## src/rtl/lcd_write_engine_if.sv

```systemverilog
// rtl/lcd_write_engine_if.sv - host-side request/status interface of lcd_write_engine
interface lcd_write_engine_if;
  logic       writeStart;
  logic [7:0] data;
  logic       clrLCD;
  logic       initDone;
  logic       writeDone;

  modport master (output writeStart, data, clrLCD, input initDone, writeDone);
  modport slave  (input writeStart, data, clrLCD, output initDone, writeDone);
endinterface

```

## src/rtl/lcd_write_engine.sv

```systemverilog
// rtl/lcd_write_engine.sv - HD44780 8-bit init/clear/character write engine
// Optional line wrap at column 16/32 enabled by defining LCD_AUTOWRAP_EN.
module lcd_write_engine #(
  parameter int PWRUP_CYC = 750000,
  parameter int EPW_CYC   = 12,
  parameter int CMD_CYC   = 2000,
  parameter int CLR_CYC   = 82000
) (
  input  logic              clkLCD,
  input  logic              resetLCD_n,
  lcd_write_engine_if.slave host,
  output logic              LCD_RS,
  output logic              LCD_RW,
  output logic              LCD_E,
  output logic [7:0]        LCD_DB
);
  typedef enum logic [2:0] {PWRUP, INIT_CMD, READY, SETUP, EHIGH, HOLD, WAIT, DONE} state_t;
  typedef enum logic [1:0] {OP_INIT, OP_CHAR, OP_CLR, OP_ADDR} op_t;

  state_t      state, next_state;
  op_t         op;
  logic [19:0] cnt;
  logic [2:0]  init_idx;
  logic [5:0]  column;
  logic [7:0]  char_q;
  logic        clr_q, clr_edge, cnt_done, last_init, write_done;
`ifdef LCD_AUTOWRAP_EN
  logic        wrapped;
`endif

  assign clr_edge       = host.clrLCD & ~clr_q;
  assign cnt_done       = (cnt == 20'd1);
  assign last_init      = (init_idx == 3'd5);
  assign LCD_RW         = 1'b0;
  assign host.writeDone = write_done;

  function automatic logic [7:0] init_cmd(input logic [2:0] idx);
    case (idx)
      3'd3:    init_cmd = 8'h0C;
      3'd4:    init_cmd = 8'h01;
      3'd5:    init_cmd = 8'h06;
      default: init_cmd = 8'h38;
    endcase
  endfunction

  always_ff @(posedge clkLCD or negedge resetLCD_n) begin
    if (!resetLCD_n) state <= PWRUP;
    else             state <= next_state;
  end

  always_comb begin
    next_state = state;
    case (state)
      PWRUP:    if (cnt_done) next_state = INIT_CMD;
      INIT_CMD: next_state = SETUP;
      READY:    if (clr_edge || host.writeStart) next_state = SETUP;
      SETUP:    next_state = EHIGH;
      EHIGH:    if (cnt_done) next_state = HOLD;
      HOLD:     next_state = WAIT;
      WAIT: begin
        if (cnt_done) begin
          case (op)
            OP_INIT: next_state = last_init ? READY : INIT_CMD;
            OP_ADDR: next_state = INIT_CMD;
            default: next_state = DONE;
          endcase
        end
      end
      DONE:     next_state = READY;
      default:  next_state = PWRUP;
    endcase
  end

  always_comb begin
    LCD_E         = 1'b0;
    host.initDone = 1'b0;
    case (state)
      EHIGH:   LCD_E = 1'b1;
      READY:   host.initDone = 1'b1;
      default: ;
    endcase
  end

  // Datapath: bus registers, shared down-counter, init index, column tracking.
  always_ff @(posedge clkLCD or negedge resetLCD_n) begin
    if (!resetLCD_n) begin
      cnt        <= 20'(PWRUP_CYC);
      op         <= OP_INIT;
      init_idx   <= 3'd0;
      column     <= 6'd0;
      char_q     <= 8'h00;
      clr_q      <= 1'b0;
      write_done <= 1'b0;
      LCD_RS     <= 1'b0;
      LCD_DB     <= 8'h00;
`ifdef LCD_AUTOWRAP_EN
      wrapped    <= 1'b0;
`endif
    end else begin
      clr_q      <= host.clrLCD;
      write_done <= 1'b0;
      case (state)
        PWRUP: cnt <= cnt - 20'd1;
        INIT_CMD: begin
          // Also used to launch the character held back behind an address command.
          if (op == OP_ADDR) begin
            op     <= OP_CHAR;
            LCD_RS <= 1'b1;
            LCD_DB <= char_q;
          end else begin
            LCD_RS <= 1'b0;
            LCD_DB <= init_cmd(init_idx);
          end
        end
        READY: begin
          if (clr_edge) begin
            op     <= OP_CLR;
            LCD_RS <= 1'b0;
            LCD_DB <= 8'h01;
            column <= 6'd0;
`ifdef LCD_AUTOWRAP_EN
            wrapped <= 1'b0;
`endif
          end else if (host.writeStart) begin
            char_q <= host.data;
            op     <= OP_CHAR;
            LCD_RS <= 1'b1;
            LCD_DB <= host.data;
`ifdef LCD_AUTOWRAP_EN
            if (column == 6'd16 || (column == 6'd0 && wrapped)) begin
              op     <= OP_ADDR;
              LCD_RS <= 1'b0;
              LCD_DB <= (column == 6'd16) ? 8'hC0 : 8'h80;
            end
`endif
          end
        end
        SETUP: cnt <= 20'(EPW_CYC);
        EHIGH: cnt <= cnt - 20'd1;
        HOLD:  cnt <= (!LCD_RS && LCD_DB == 8'h01) ? 20'(CLR_CYC) : 20'(CMD_CYC);
        WAIT: begin
          cnt <= cnt - 20'd1;
          if (cnt_done && op == OP_INIT) init_idx <= init_idx + 3'd1;
        end
        DONE: begin
          if (op == OP_CHAR) begin
            write_done <= 1'b1;
            column     <= (column == 6'd31) ? 6'd0 : column + 6'd1;
`ifdef LCD_AUTOWRAP_EN
            if (column == 6'd31) wrapped <= 1'b1;
`endif
          end
        end
        default: ;
      endcase
    end
  end
endmodule

```

## src/flat_wrapper.sv

```systemverilog
// flat-port wrapper written by rule: the top's interface ports become plain ports
module lcd_write_engine_flat 
#(
  parameter int PWRUP_CYC = 750000,
  parameter int EPW_CYC   = 12,
  parameter int CMD_CYC   = 2000,
  parameter int CLR_CYC   = 82000
)
  (clkLCD, resetLCD_n, LCD_RS, LCD_RW, LCD_E, LCD_DB, host_writeStart, host_data, host_clrLCD, host_initDone, host_writeDone);
  lcd_write_engine_if host_i ();
  input  logic clkLCD;
  input  logic resetLCD_n;
  output logic LCD_RS;
  output logic LCD_RW;
  output logic LCD_E;
  output logic [7:0] LCD_DB;
  input wire logic [$bits(host_i.writeStart)-1:0] host_writeStart;
  input wire logic [$bits(host_i.data)-1:0] host_data;
  input wire logic [$bits(host_i.clrLCD)-1:0] host_clrLCD;
  output wire logic [$bits(host_i.initDone)-1:0] host_initDone;
  output wire logic [$bits(host_i.writeDone)-1:0] host_writeDone;
  assign host_i.writeStart = host_writeStart;
  assign host_i.data = host_data;
  assign host_i.clrLCD = host_clrLCD;
  assign host_initDone = host_i.initDone;
  assign host_writeDone = host_i.writeDone;
  lcd_write_engine #(.PWRUP_CYC(PWRUP_CYC), .EPW_CYC(EPW_CYC), .CMD_CYC(CMD_CYC), .CLR_CYC(CLR_CYC)) u_core (.clkLCD(clkLCD), .resetLCD_n(resetLCD_n), .host(host_i), .LCD_RS(LCD_RS), .LCD_RW(LCD_RW), .LCD_E(LCD_E), .LCD_DB(LCD_DB));
endmodule
```

## config.mk

```make
export PLATFORM = sky130hd
export DESIGN_NAME = lcd_write_engine_flat
export DESIGN_NICKNAME = d
export VERILOG_FILES = /design/src/rtl/lcd_write_engine_if.sv /design/src/rtl/lcd_write_engine.sv /design/src/flat_wrapper.sv
export SDC_FILE = /design/constraint.sdc
export NUM_CORES = 1
export LEC_CHECK = 0
export CAP_MARGIN = 20
export CORE_MARGIN = 2
export CORE_UTILIZATION = 35
export DETAILED_ROUTE_END_ITERATION = 12
export GPL_ROUTABILITY_DRIVEN = 0
export SLEW_MARGIN = 0
export SYNTH_ARGS = -nofsm -noshare
export SYNTH_HDL_FRONTEND = slang
export SYNTH_SLANG_ARGS = --single-unit
```

## constraint.sdc

```tcl
create_clock -name clkLCD -period 5.07 [get_ports clkLCD]
set_input_delay 0.507 -clock clkLCD [delete_from_list [all_inputs] [get_ports clkLCD]]
set_output_delay 0.507 -clock clkLCD [all_outputs]
set_load 0.02 [all_outputs]
```

* After elaboration in Yosys (flattened, before gate mapping) *
Cells that the tools add are included.

operators by class
  muxes and demuxes = 26
  reductions and logical operators = 14
  add/subtract/negate cells = 2
  bitwise operators = 3
  eq/ne operators = 20

operator list
  cell                                                  number
  one-hot mux 20 bit (3 select lines)                   1
  two-way mux 8 bit                                     3
  one-hot mux 3 bit (8 select lines)                    1
  equality test 20 x 1 -> 1 bit, second input constant  1
  subtractor 20 x 1 -> 20 bit, second input constant    1
  equality test 3 bit, second input constant            6
  one-hot mux 6 bit (3 select lines)                    1
  two-way mux 17 bit                                    1
  one-hot mux 8 bit (2 select lines)                    1
  two-way mux 3 bit                                     4
  != test 2 x 1 -> 1 bit, second input constant         5
  equality test 3 x 2 -> 1 bit, second input constant   3
  equality test 8 x 1 -> 1 bit, second input constant   1
  two-way mux 2 bit                                     4
  two-way mux 1 bit                                     7
  one-hot mux 3 bit (2 select lines)                    1
  AND reduction 3 bit                                   2
  one-hot mux 2 bit (2 select lines)                    1
  AND reduction 2 bit                                   2
  AND reduction 4 bit                                   1
  adder 3 x 1 -> 3 bit, second input constant           1
  equality test 3 x 1 -> 1 bit, second input constant   1
  zero test 3 bit                                       1
  != test 3 x 2 -> 1 bit, second input constant         1
  12 further kinds                                      14

storage, ports and cells
  bits in registers = 47
  word-level logic and storage cells = 74
  input port bits = 12

* Logic depth before layout (Yosys ltp) *
Gate-level depths: netlist of the first run.

  word-level depth = 5
  gate-level depth with buffers = 7
  mapped depth without buffers = 6

* Worst setup path after synthesis of the first run *
Ideal clock, no wire load.

  kind = register -> register
  start = register u_core.cnt[14]
  end = register u_core.init_idx[1]
  clock period less this slack = 2118 ps
  required time = 4945 ps
  data arrival time = 1993 ps
  cell stages (with the launch flop) = 5
  setup slack = 2952 ps
  cell sequence = dfstp_2 or4_4 or2_4 or4_4 mux2_4

between the ends
  cells in the longest elaborated chain, start to end = 3

ends and longest elaborated chain
  what                           RTL line                 text
  from (decl)                    lcd_write_engine.sv:22   logic [19:0] cnt;
  from (signal assigned)         lcd_write_engine.sv:87   cnt <= 20'(PWRUP_CYC);
  from (signal assigned)         lcd_write_engine.sv:103  PWRUP: cnt <= cnt - 20'd1;
  from (signal assigned)         lcd_write_engine.sv:138  SETUP: cnt <= 20'(EPW_CYC);
  equality test 20 x 1 -> 1 bit  lcd_write_engine.sv:32   assign cnt_done = (cnt == 20'd1);
  logical AND 1 bit              lcd_write_engine.sv:143  if (cnt_done && op == OP_INIT) init_idx <= init_idx + 3'd1;
  AND reduction 2 bit (no line)  --
  to (signal assigned)           lcd_write_engine.sv:143
  to (decl)                      lcd_write_engine.sv:23   logic [2:0] init_idx;

No other way between the ends.
A chain may end at the register's enable or synchronous reset.

* Final worst setup path of the first run *
  start = register u_core.state[0]
  end = output port host_initDone

between the ends
  cells in the longest elaborated chain, start to end = 2

ends and longest elaborated chain
  what                          RTL line                text
  from (decl)                   lcd_write_engine.sv:20  state_t state, next_state;
  from (signal assigned)        lcd_write_engine.sv:48  else state <= next_state;
  equality test 3 x 2 -> 1 bit  lcd_write_engine.sv:77  case (state)
  two-way mux 1 bit             lcd_write_engine.sv:77
  to (decl)                     flat_wrapper.sv:20      output wire logic [$bits(host_i.initDone)-1:0] host_initDone;

No other way between the ends.

==> metrics.yaml, run 1 <==
outcome: "completed"
synth_edf_count: 0
cts_tree: "done"
cts_max_level: 2
drive_gt1_share_pct: 14.43
highest_layer: "met4"
drv_cap: 0
initialDrtViolationCount: 165
fin_area_mm2: 0.003176
setup_viol: 0
diodes: 0
drc: 0
drt_first_pass_iters: 5
postLayoutCoreUtil_pct: 41.52
vdd.ir_drop.worst_v: 0.0002180
routed_wirelength_mm: 6.098
synth.distinct_cells: 65
grt_max_degree: 48
grt_pass1_vias: 2195
switching_power_uw: 156.3
wl_met2_mm: 2.845
fp-row-count: 32
tightest_slew_ns: 0.8715
total_power_uw: 743.3
nNetsFinal: 325
clk_pin_slew_ns: 0.10
clockRootBuffer: "clkbuf_8"
clockBufferDepth: 2
switching_share_pct: 21.02
grt_use_total_pct: 15.44
core_mm2: 0.007647
combPwrFrac_pct: 4.2
fin_crit_sh_pct: 61.05
yosys_warnings: 0
seqCellArea_mm2: 0.001189
post-cts-setup-buffer-count: 0
crit_chain: "or3b_2 > clkinv_1 > clkdlybuf4s50_1"
p_seq_share_pct: 50.8
p_leak_nw: 1.240
dp_hpwl_mm: 4.308
dieArea_mm2: 0.008553
netlist_instances: 288
clkPwrFrac_pct: 45.0
rsz0062_at_grt: "false"
fp.dieH_um: 92.48
finalHoldViolCount: 0
multi_input_area_mm2: 0.001410
timing.rr.end: "u_core.LCD_RS$_DFFE_PN0P_"
fin_crit_ns: 3.095
portBuffers: 23
whs_ns: 0.1723
max_stage_delay_ns: 0.73
worstPathMaxFanout: 30
timing.rr.start: "u_core.state[0]$_DFFE_PN0P_"
met1_length_mm: 2.971
worstSetupPathType: "reg -> out"
cts.hold.buffers_added: 0
ant_nets: 0
route.met3.wl_um: 213
r2r_cells: 5
io_pins: 25
synthesis.area_mm2: 0.002740
critPathArrivalTime_ns: 2.59
routedWlPerCell_um: 14.98
crit_slowest_cell: "or3b_2"
dp_slack_ns: 1.986
cp_data_required_time_ns: 4.56
ys_ff_latch: 47
syn-num-nets: 309
clock_skew_ns: 0.008852
cts_sinks: 47
area_growth_pct: 15.89
fin_cells: 407
tns_ns: 0
start_util_pct: 35.83
setup_slack_ns: 1.975
clk_latency_ns: 0.31
ys_async_sr_fraction_pct: 100.0
fillers: 760
grt_pass1_wl_mm: 10.72
maxSlewViolCount: 0
regToRegSetupSlack_ns: 2.38
synthFlopType: "dfrtp_1"
min_path_type: "in -> async"
antenna_found_initial: 0
p_per_area_mw_per_mm2: 234.1
vias: 2173
max_freq_mhz: 323.1
dpl-instance-area_mm2: 0.003012
slew-limit-headroom_pct: 41.90
grt_overflow: 0
synth_seq_area_share_pct: 43.38
avgSynthCellArea_um2: 9.514
placed_cells: 397
cts_buffers: 5
p_int_uw: 587.0
end_kind: "output pin"
die_w_um: 92.48
via_per_inst: 5.339
startpoint_type: "flip-flop"
cts_resized: 0
-- cells in the mapped netlist (8+ instances only) --
master    number  area share (%)
a21oi_1       17             3.1
clkbuf_1       9             1.2
dfrtp_1       37              34
dfstp_2       10             9.6
ha_1           9             4.1
inv_1         15             2.1
mux2_2         9             3.7
nand2_1       24             3.3
nand3_1        8             1.5
nor2_1        26             3.6
o21ai_0       12             2.2
-- worst max-delay path by stage --
stage / slack, ns / cells after the start / start / to
global placement: 2.05 / 5 / u_core.state[0]$_DFFE_PN0P_ / u_core.op[1]$_DFFE_PN0P_
finish: 1.97 / 3 / u_core.state[0]$_DFFE_PN0P_ / host_initDone
detailed placement: 1.99 / 5 / u_core.state[0]$_DFFE_PN0P_ / u_core.op[1]$_DFFE_PN0P_
floorplan: 2.95 / 4 / u_core.cnt[14]$_DFFE_PN1P_ / u_core.init_idx[1]$_DFFE_PN0P_
global route: 1.84 / 3 / u_core.state[0]$_DFFE_PN0P_ / host_initDone
CTS: 1.96 / 5 / u_core.state[0]$_DFFE_PN0P_ / u_core.op[1]$_DFFE_PN0P_
-- worst max-delay path, delay by kind of cell (launching register included) --
family                 cells  cell delay, ns
buffers and inverters      2            0.84
and+or+nand+nor            1            0.73
DFF                        1            0.71
-- layout by cell type, fill, tap and decap left out, types with 9 or more instances in the layout --
| cell type | instances |
|---|---|
| a21oi_1 | 17 |
| clkdlybuf4s50_1 | 22 |
| dfrtp_1 | 37 |
| dfstp_2 | 10 |
| ha_1 | 9 |
| inv_1 | 15 |
| mux2_2 | 9 |
| nand2_1 | 24 |
| nor2_1 | 26 |
| o21ai_0 | 12 |
-- layer usage --
| layer | global-route usage, % | vias to the layer above |
|---|---|---|
| li1 | - | 1080 |
| met1 | 21.81 | 1052 |
| met2 | 24.70 | 34 |
| met5 | 0 | - |
| met4 | 3.358 | 0 |
| met3 | 2.929 | 7 |
-- power by group through the flow --
| stage | combinational (mW) | sequential [mW] | clock, mW |
|---|---|---|---|
| after floorplan | 0.00994 | 0.385 | 0 |
| after global placement | 0.0301 | 0.385 | 0 |
| after detailed placement | 0.0301 | 0.385 | 0 |
| after CTS | 0.0303 | 0.378 | 0.340 |
| after global routing | 0.0351 | 0.378 | 0.354 |
| final | 0.0312 | 0.378 | 0.334 |
-- final cells by class --
type	count	share of cell area, %
clock buffer	5	2.167
multi-input combinational	209	44.40
timing repair buffer	25	7.959
clock inverter	3	2.128
tap	102	4.019
inverter	16	1.891
sequential	47	37.43
-- sequential cells by signal (all words and copies together) (netlist names) --
name,cells
u_core.LCD_DB,8
u_core.LCD_RS,1
u_core.char_q,8
u_core.clr_q,1
u_core.cnt,20
u_core.host.writeDone,1
u_core.init_idx,3
u_core.op,2
u_core.state,3
-- kinds of logic after synthesis --
kind of cell,after synthesis,share of synthesized area [%]
DFF,47,43.38
muxes,13,5.342
and+or+nand+nor,102,19.86
buffers and inverters,32,5.159
adders and majority gates,11,4.840
xor gates and xnor gates,7,2.237
other,1,0.1369
AOI/OAI and AO/OA,75,19.04
(Power assumes the default switching activity.)
==> run 2: changes to the inputs <==
clock period = 2.6 ns   (was 5.07 ns; I/O delays follow)
==> run 2 against run 1 <==
Effect of this change:
- hold slack improved by 0.25 ns
- critical path depth unchanged
- cell area increased by 2.2%
- via count increased by 1.2%
- flip-flop and latch count unchanged
- clock-buffer cell count increased by 1
- sequential share of layout area decreased by 0.79 points
- wire length increased by 0.43%
- global-route usage about the same
- clock skew decreased by 0.0014 ns
- die area unchanged
==> metrics.yaml, run 2 (synthesized netlist as in run 1, its figures left out) <==
p_seq_share_pct: 51.3  # +0.5 points
clockRootBuffer: "clkbuf_8"
finalHoldViolCount: 0  # unchanged
rsz0062_at_grt: "false"
grt_pass1_vias: 2230  # +1.6%
crit_chain: "or3b_4 > clkinv_1 > clkdlybuf4s50_1"
portBuffers: 23  # unchanged
switching_power_uw: 288.2  # +84%
slew-limit-headroom_pct: 55.83  # +14 points
cp_data_required_time_ns: 2.34  # -2.22 ns
dieArea_mm2: 0.008553  # unchanged
p_per_area_mw_per_mm2: 442.9  # +89%
fp.dieH_um: 92.48  # unchanged
outcome: "completed"
startpoint_type: "flip-flop"
drc: 0  # unchanged
max_freq_mhz: 413.1
fillers: 744  # -2.1%
initialDrtViolationCount: 136  # -18%
cts_tree: "done"
vdd.ir_drop.worst_v: 0.0002433  # +12%
critPathBufInv: 2  # unchanged
start_util_pct: 35.83  # unchanged
p_leak_nw: 1.287  # +3.8%
clk_pin_slew_ns: 0.09  # about the same
clk_latency_ns: 0.30  # about the same
reg_top3: "u_core.cnt: 20 flops, u_core.LCD_DB: 8 flops, u_core.char_q: 8 flops"
largest_register_ffs: 20  # unchanged
p_int_mw: 1.149  # +96%
crit_slowest_cell: "clkdlybuf4s50_1"
final_common_cell: "dfrtp_1"
worstSetupPathType: "reg -> out"
mostFrequentLayoutCells: "37 x dfrtp_1, 26 x nor2_1, 24 x nand2_1"
clock_skew_ns: 0.007414  # -0.001438 ns
drive_gt1_share_pct: 16.24  # +1.8 points
area_growth_pct: 18.40
nNetsFinal: 334  # +2.8%
clkPwrFrac_pct: 44.2  # -0.8 points
regToRegSetupSlack_ns: 0.41  # -1.97 ns
seqCellArea_mm2: 0.001189  # unchanged
fin_crit_sh_pct: 93.10
drv_cap: 0  # unchanged
diodes: 0  # unchanged
grt_use_total_pct: 15.44  # about the same
cts_sinks: 47  # unchanged
setup_slack_ns: 0.1794  # -1.795 ns
vias: 2199  # +1.2%
max_stage_delay_ns: 0.64  # -0.09 ns
grt_pass1_wl_mm: 10.74  # +0.13%
fin_crit_ns: 2.421
via_per_inst: 5.286  # -0.99%
dp_hpwl_mm: 4.452  # +3.3%
multi_input_area_mm2: 0.001413  # +0.18%
ant_nets: 0  # unchanged
drt_first_pass_iters: 4  # -1
min_path_type: "in -> async"
end_kind: "output pin"
combPwrFrac_pct: 4.5  # +0.3 points
switching_share_pct: 20.06  # -0.96 points
cts_buffers: 5  # unchanged
tightest_slew_ns: 0.6556  # -0.2159 ns
die_w_um: 92.48  # unchanged
core_mm2: 0.007647  # unchanged
tns_ns: 0  # unchanged
dp_slack_ns: 0.3854  # -1.600 ns
grt_overflow: 0  # unchanged
path_delay_family: "buffers and inverters"
clockBufferDepth: 2  # unchanged
setup_viol: 0  # unchanged
maxSlewViolCount: 0  # unchanged
antenna_found_initial: 0  # unchanged
fp-row-count: 32  # unchanged
critPathArrivalTime_ns: 2.16  # -0.43 ns
regMostFlops: "u_core.cnt"
routedWlPerCell_um: 14.72  # -1.7%
io_pins: 25  # unchanged
worstPathMaxFanout: 14  # -53%
routed_wirelength_mm: 6.124  # +0.43%
grt_max_degree: 47  # -2.1%
cts_max_level: 2  # unchanged
==> run 2: changes by cell type in the layout (fill, tap and decap cells not counted), sizes merged <==
cell	previous run	this run
buf	3	11
clkinvlp	1	0
clkbuf	5	6
dlygate4sd3	0	1
==> run 2: timing repair <==
item,CTS,global route
endpoints found under the setup margin,0,1
endpoints found under the hold margin,0,13
setup buffers,0,0
gates resized for setup,0,1
hold buffers,0,1
==> run 2: area by class of cell <==
class	count	area share, %
Clock buffer	6	2.237
Clock inverter	2	1.851
Inverter	16	1.851
Multi-Input combinational cell	209	43.54
Sequential cell	47	36.64
Tap cell	102	3.934
Timing Repair Buffer	34	9.950
==> run 2: power by group through the flow <==
stage               combinational, mW  clock [mW]  sequential (mW)
finish                         0.0649       0.636            0.736
global route                   0.0725       0.677            0.737
CTS                            0.0617       0.652            0.737
detailed placement             0.0614           0            0.750
global placement               0.0617           0            0.750
floorplan                      0.0194           0            0.751
==> run 2: metrics by stage <==
step | total power [mW] | area [um2] | hold WS [ns] | instances | utilization (%)
6_report | 1.437 | 3244 | 0.4204 | 416 | 42.42
2_1_floorplan | 0.7704 | 2740 | -0.03559 | 288 | -
3_3_place_gp | 0.8120 | 3079 | 0.4749 | 406 | 40.27
3_5_place_dp | 0.8118 | 3079 | 0.4795 | 406 | 40.27
5_1_grt | 1.487 | 3244 | 0.4502 | 416 | 42.42
4_1_cts | 1.451 | 3212 | 0.1742 | 414 | 42.00
==> run 2: per-layer routing <==
layer | track usage [%] | routed length [um] | up-vias
met5 | 0 | 0 | -
met1 | 22.94 | 3143 | 1059
li1 | - | - | 1103
met2 | 22.99 | 2783 | 30
met3 | 2.848 | 135 | 7
met4 | 4.229 | 61 | 0
==> run 2: worst register-to-register path: cells and delay by family (launching register included) <==
kind             cells  cell delay (ns)
flip-flops           1             0.41
multiplexers         1             0.31
AND/OR/NAND/NOR      3             1.37
==> run 2: worst paths after layout <==
check / startpoint / end / cells after the start
hold / removal: resetLCD_n / u_core.cnt[9]$_DFFE_PN0P_ / 2
setup reg to reg: u_core.cnt[15]$_DFFE_PN0P_ / u_core.init_idx[1]$_DFFE_PN0P_ / 4
max in group asynchronous: resetLCD_n / u_core.cnt[16]$_DFFE_PN1P_ / 3
hold reg to reg: u_core.cnt[12]$_DFFE_PN1P_ / u_core.cnt[12]$_DFFE_PN1P_ / 2
min in group clkLCD: host_clrLCD / u_core.clr_q$_DFF_PN0_ / 1
setup / recovery: u_core.state[2]$_DFFE_PN0P_ / host_initDone / 3
==> run 3: changes to the inputs <==
CORE_UTILIZATION = 52   (was 35)
PLACE_DENSITY = 0.76   (was unset)
==> run 3 against run 2 <==
Effect of this change:
- via count up 0.73%
- clock skew barely moved
- largest power group unchanged
- critical path type unchanged
- power down 13%
- non-clock buffer count down 2
==> metrics.yaml, run 3 (synthesized netlist as in run 1, its figures left out) <==
critPathArrivalTime_ns: 2.16  # about the same
cts_max_level: 2  # unchanged
drive_gt1_share_pct: 16.35  # +0.10 points
tns_ns: 0  # unchanged
total_power_mw: 1.245  # -13%
dp_hpwl_mm: 4.380  # -1.6%
outcome: "completed"
drc: 0  # unchanged
regMostFlops: "u_core.cnt"
routedWlPerCell_um: 15.90  # +8.0%
placed_cells: 373  # -8.1%
end_kind: "output pin"
fillers: 452  # -39%
grt_max_degree: 26  # -45%
finalHoldViolCount: 0  # unchanged
worstPathMaxFanout: 14  # unchanged
cts_sinks: 47  # unchanged
mostFrequentLayoutCells: "36 x dfrtp_1, 26 x nor2_1, 24 x nand2_1"
fin_crit_ns: 2.418  # -0.002960 ns
routed_wirelength_mm: 6.075  # -0.80%
clockBufferDepth: 2  # unchanged
drv_cap: 0  # unchanged
portBuffers: 23  # unchanged
critPathBufInv: 2  # unchanged
use_met2_pct: 37.79  # +15 points
grt-busiest-layer: "met2"
setup_viol: 0  # unchanged
ant_nets: 0  # unchanged
area_growth_pct: 14.29
nNetsFinal: 332  # -0.60%
grt_pass1_wl_mm: 10.54  # -1.8%
clockRootBuffer: "clkbuf_8"
fp-row-count: 26  # -19%
fp.dieH_um: 76.59  # -17%
p_per_area_mw_per_mm2: 397.4  # -10%
max_stage_delay_ns: 0.64  # about the same
cp_data_required_time_ns: 2.34  # about the same
use_met1_pct: 28.71  # +5.8 points
crit_slowest_cell: "clkdlybuf4s50_1"
fin_cells: 382  # -8.2%
max_freq_mhz: 413.6  # +0.12%
min_path_type: "in -> reg"
diodes: 0  # unchanged
grt_overflow: 0  # unchanged
rsz0062_at_grt: "false"
largest_register_ffs: 20  # unchanged
vdd.ir_drop.worst_v: 0.0002382  # -2.1%
vias: 2215  # +0.73%
dieArea_mm2: 0.005866  # -31%
grt_use_total_pct: 22.22  # +6.8 points
tightest_slew_ns: 0.6508  # -0.004833 ns
whs_ns: 0.4382  # +0.01782 ns
cts_tree: "done"
io_pins: 25  # unchanged
path_delay_family: "buffers and inverters"
grt_pass1_vias: 2267  # +1.7%
core_mm2: 0.005107  # -33%
die_w_um: 76.59  # -17%
drt_first_pass_iters: 4  # unchanged
cts_buffers: 5  # unchanged
clk_latency_ns: 0.31  # about the same
crit_chain: "or3b_2 > clkinv_1 > clkdlybuf4s50_1"
worstSetupPathType: "reg -> out"
setup_slack_ns: 0.1824  # +0.002960 ns
final_common_cell: "dfrtp_1"
maxSlewViolCount: 0  # unchanged
clk_pin_slew_ns: 0.09  # about the same
dp_slack_ns: 0.4300  # +0.04458 ns
slew-limit-headroom_pct: 56.16  # +0.33 points
fin_area_mm2: 0.003132  # -3.5%
via_per_inst: 5.798  # +9.7%
dpl-instance-area_mm2: 0.003032  # -1.5%
grtUsageMet3_pct: 3.673  # +0.83 points
p_leak_nw: 1.242  # -3.5%
antenna_found_initial: 0  # unchanged
clock_skew_ns: 0.007318  # -0.00009620 ns
reg_top3: "u_core.cnt: 20 flops, u_core.LCD_DB: 8 flops, u_core.char_q: 8 flops"
fin_crit_sh_pct: 92.99  # -0.11 points
initialDrtViolationCount: 108  # -21%
postLayoutCoreUtil_pct: 61.32  # +19 points
startpoint_type: "flip-flop"
start_util_pct: 53.65  # +18 points
[run 3: path summary, 6_finish.rpt]
kind                                                  endpoint  depth (start not counted)                   startpoint  slack [ns]
worst max-delay path                             host_initDone                          3  u_core.state[2]$_DFFE_PN0P_        0.18
worst min-delay path                    u_core.clr_q$_DFF_PN0_                          1                  host_clrLCD        0.44
worst max register to register  u_core.init_idx[1]$_DFFE_PN0P_                          4   u_core.cnt[14]$_DFFE_PN1P_        0.42
worst min register to register      u_core.cnt[19]$_DFFE_PN1P_                          2   u_core.cnt[19]$_DFFE_PN1P_        0.50
max in group asynchronous           u_core.cnt[14]$_DFFE_PN1P_                          3                   resetLCD_n        1.37
min in group asynchronous           u_core.cnt[11]$_DFFE_PN0P_                          2                   resetLCD_n        0.46
[run 3: repair_timing]
action	4_1_cts	5_1_grt
hold buffers	1	0
setup buffers	0	0
setup endpoints to repair	0	1
gates resized for setup	0	1
hold endpoints to repair	18	0
[run 3: worst register-to-register path, stage by stage (launching register included)]
cell and delay [ns]:
dfstp_2 0.40, or4_4 0.54, or2_4 0.26, or4_4 0.56, mux2_4 0.31
[run 3: layout make-up]
cell class / count / area, um2 / area share, %
tap: 70 / 87.58 / 2.797
timing repair buffer: 32 / 295.3 / 9.429
sequential: 47 / 1190 / 37.99
multi-input combinational: 209 / 1410 / 45.03
inverter: 16 / 60.06 / 1.918
clock buffer: 5 / 68.82 / 2.197
clock inverter: 3 / 20.02 / 0.6392
[run 3: report_power, final]
part           total, mW  switching, mW  internal [mW]  leakage [nW]
combinational     0.0606         0.0347         0.0259         0.648
clock              0.447          0.260          0.187        0.0402
sequential         0.737        0.00225          0.734         0.554
[run 3: routing by layer]
layer	up-vias	routed length [um]
li1	1090	-
met1	1067	2776
met2	50	2980
met3	8	243
met4	0	76
met5	-	0
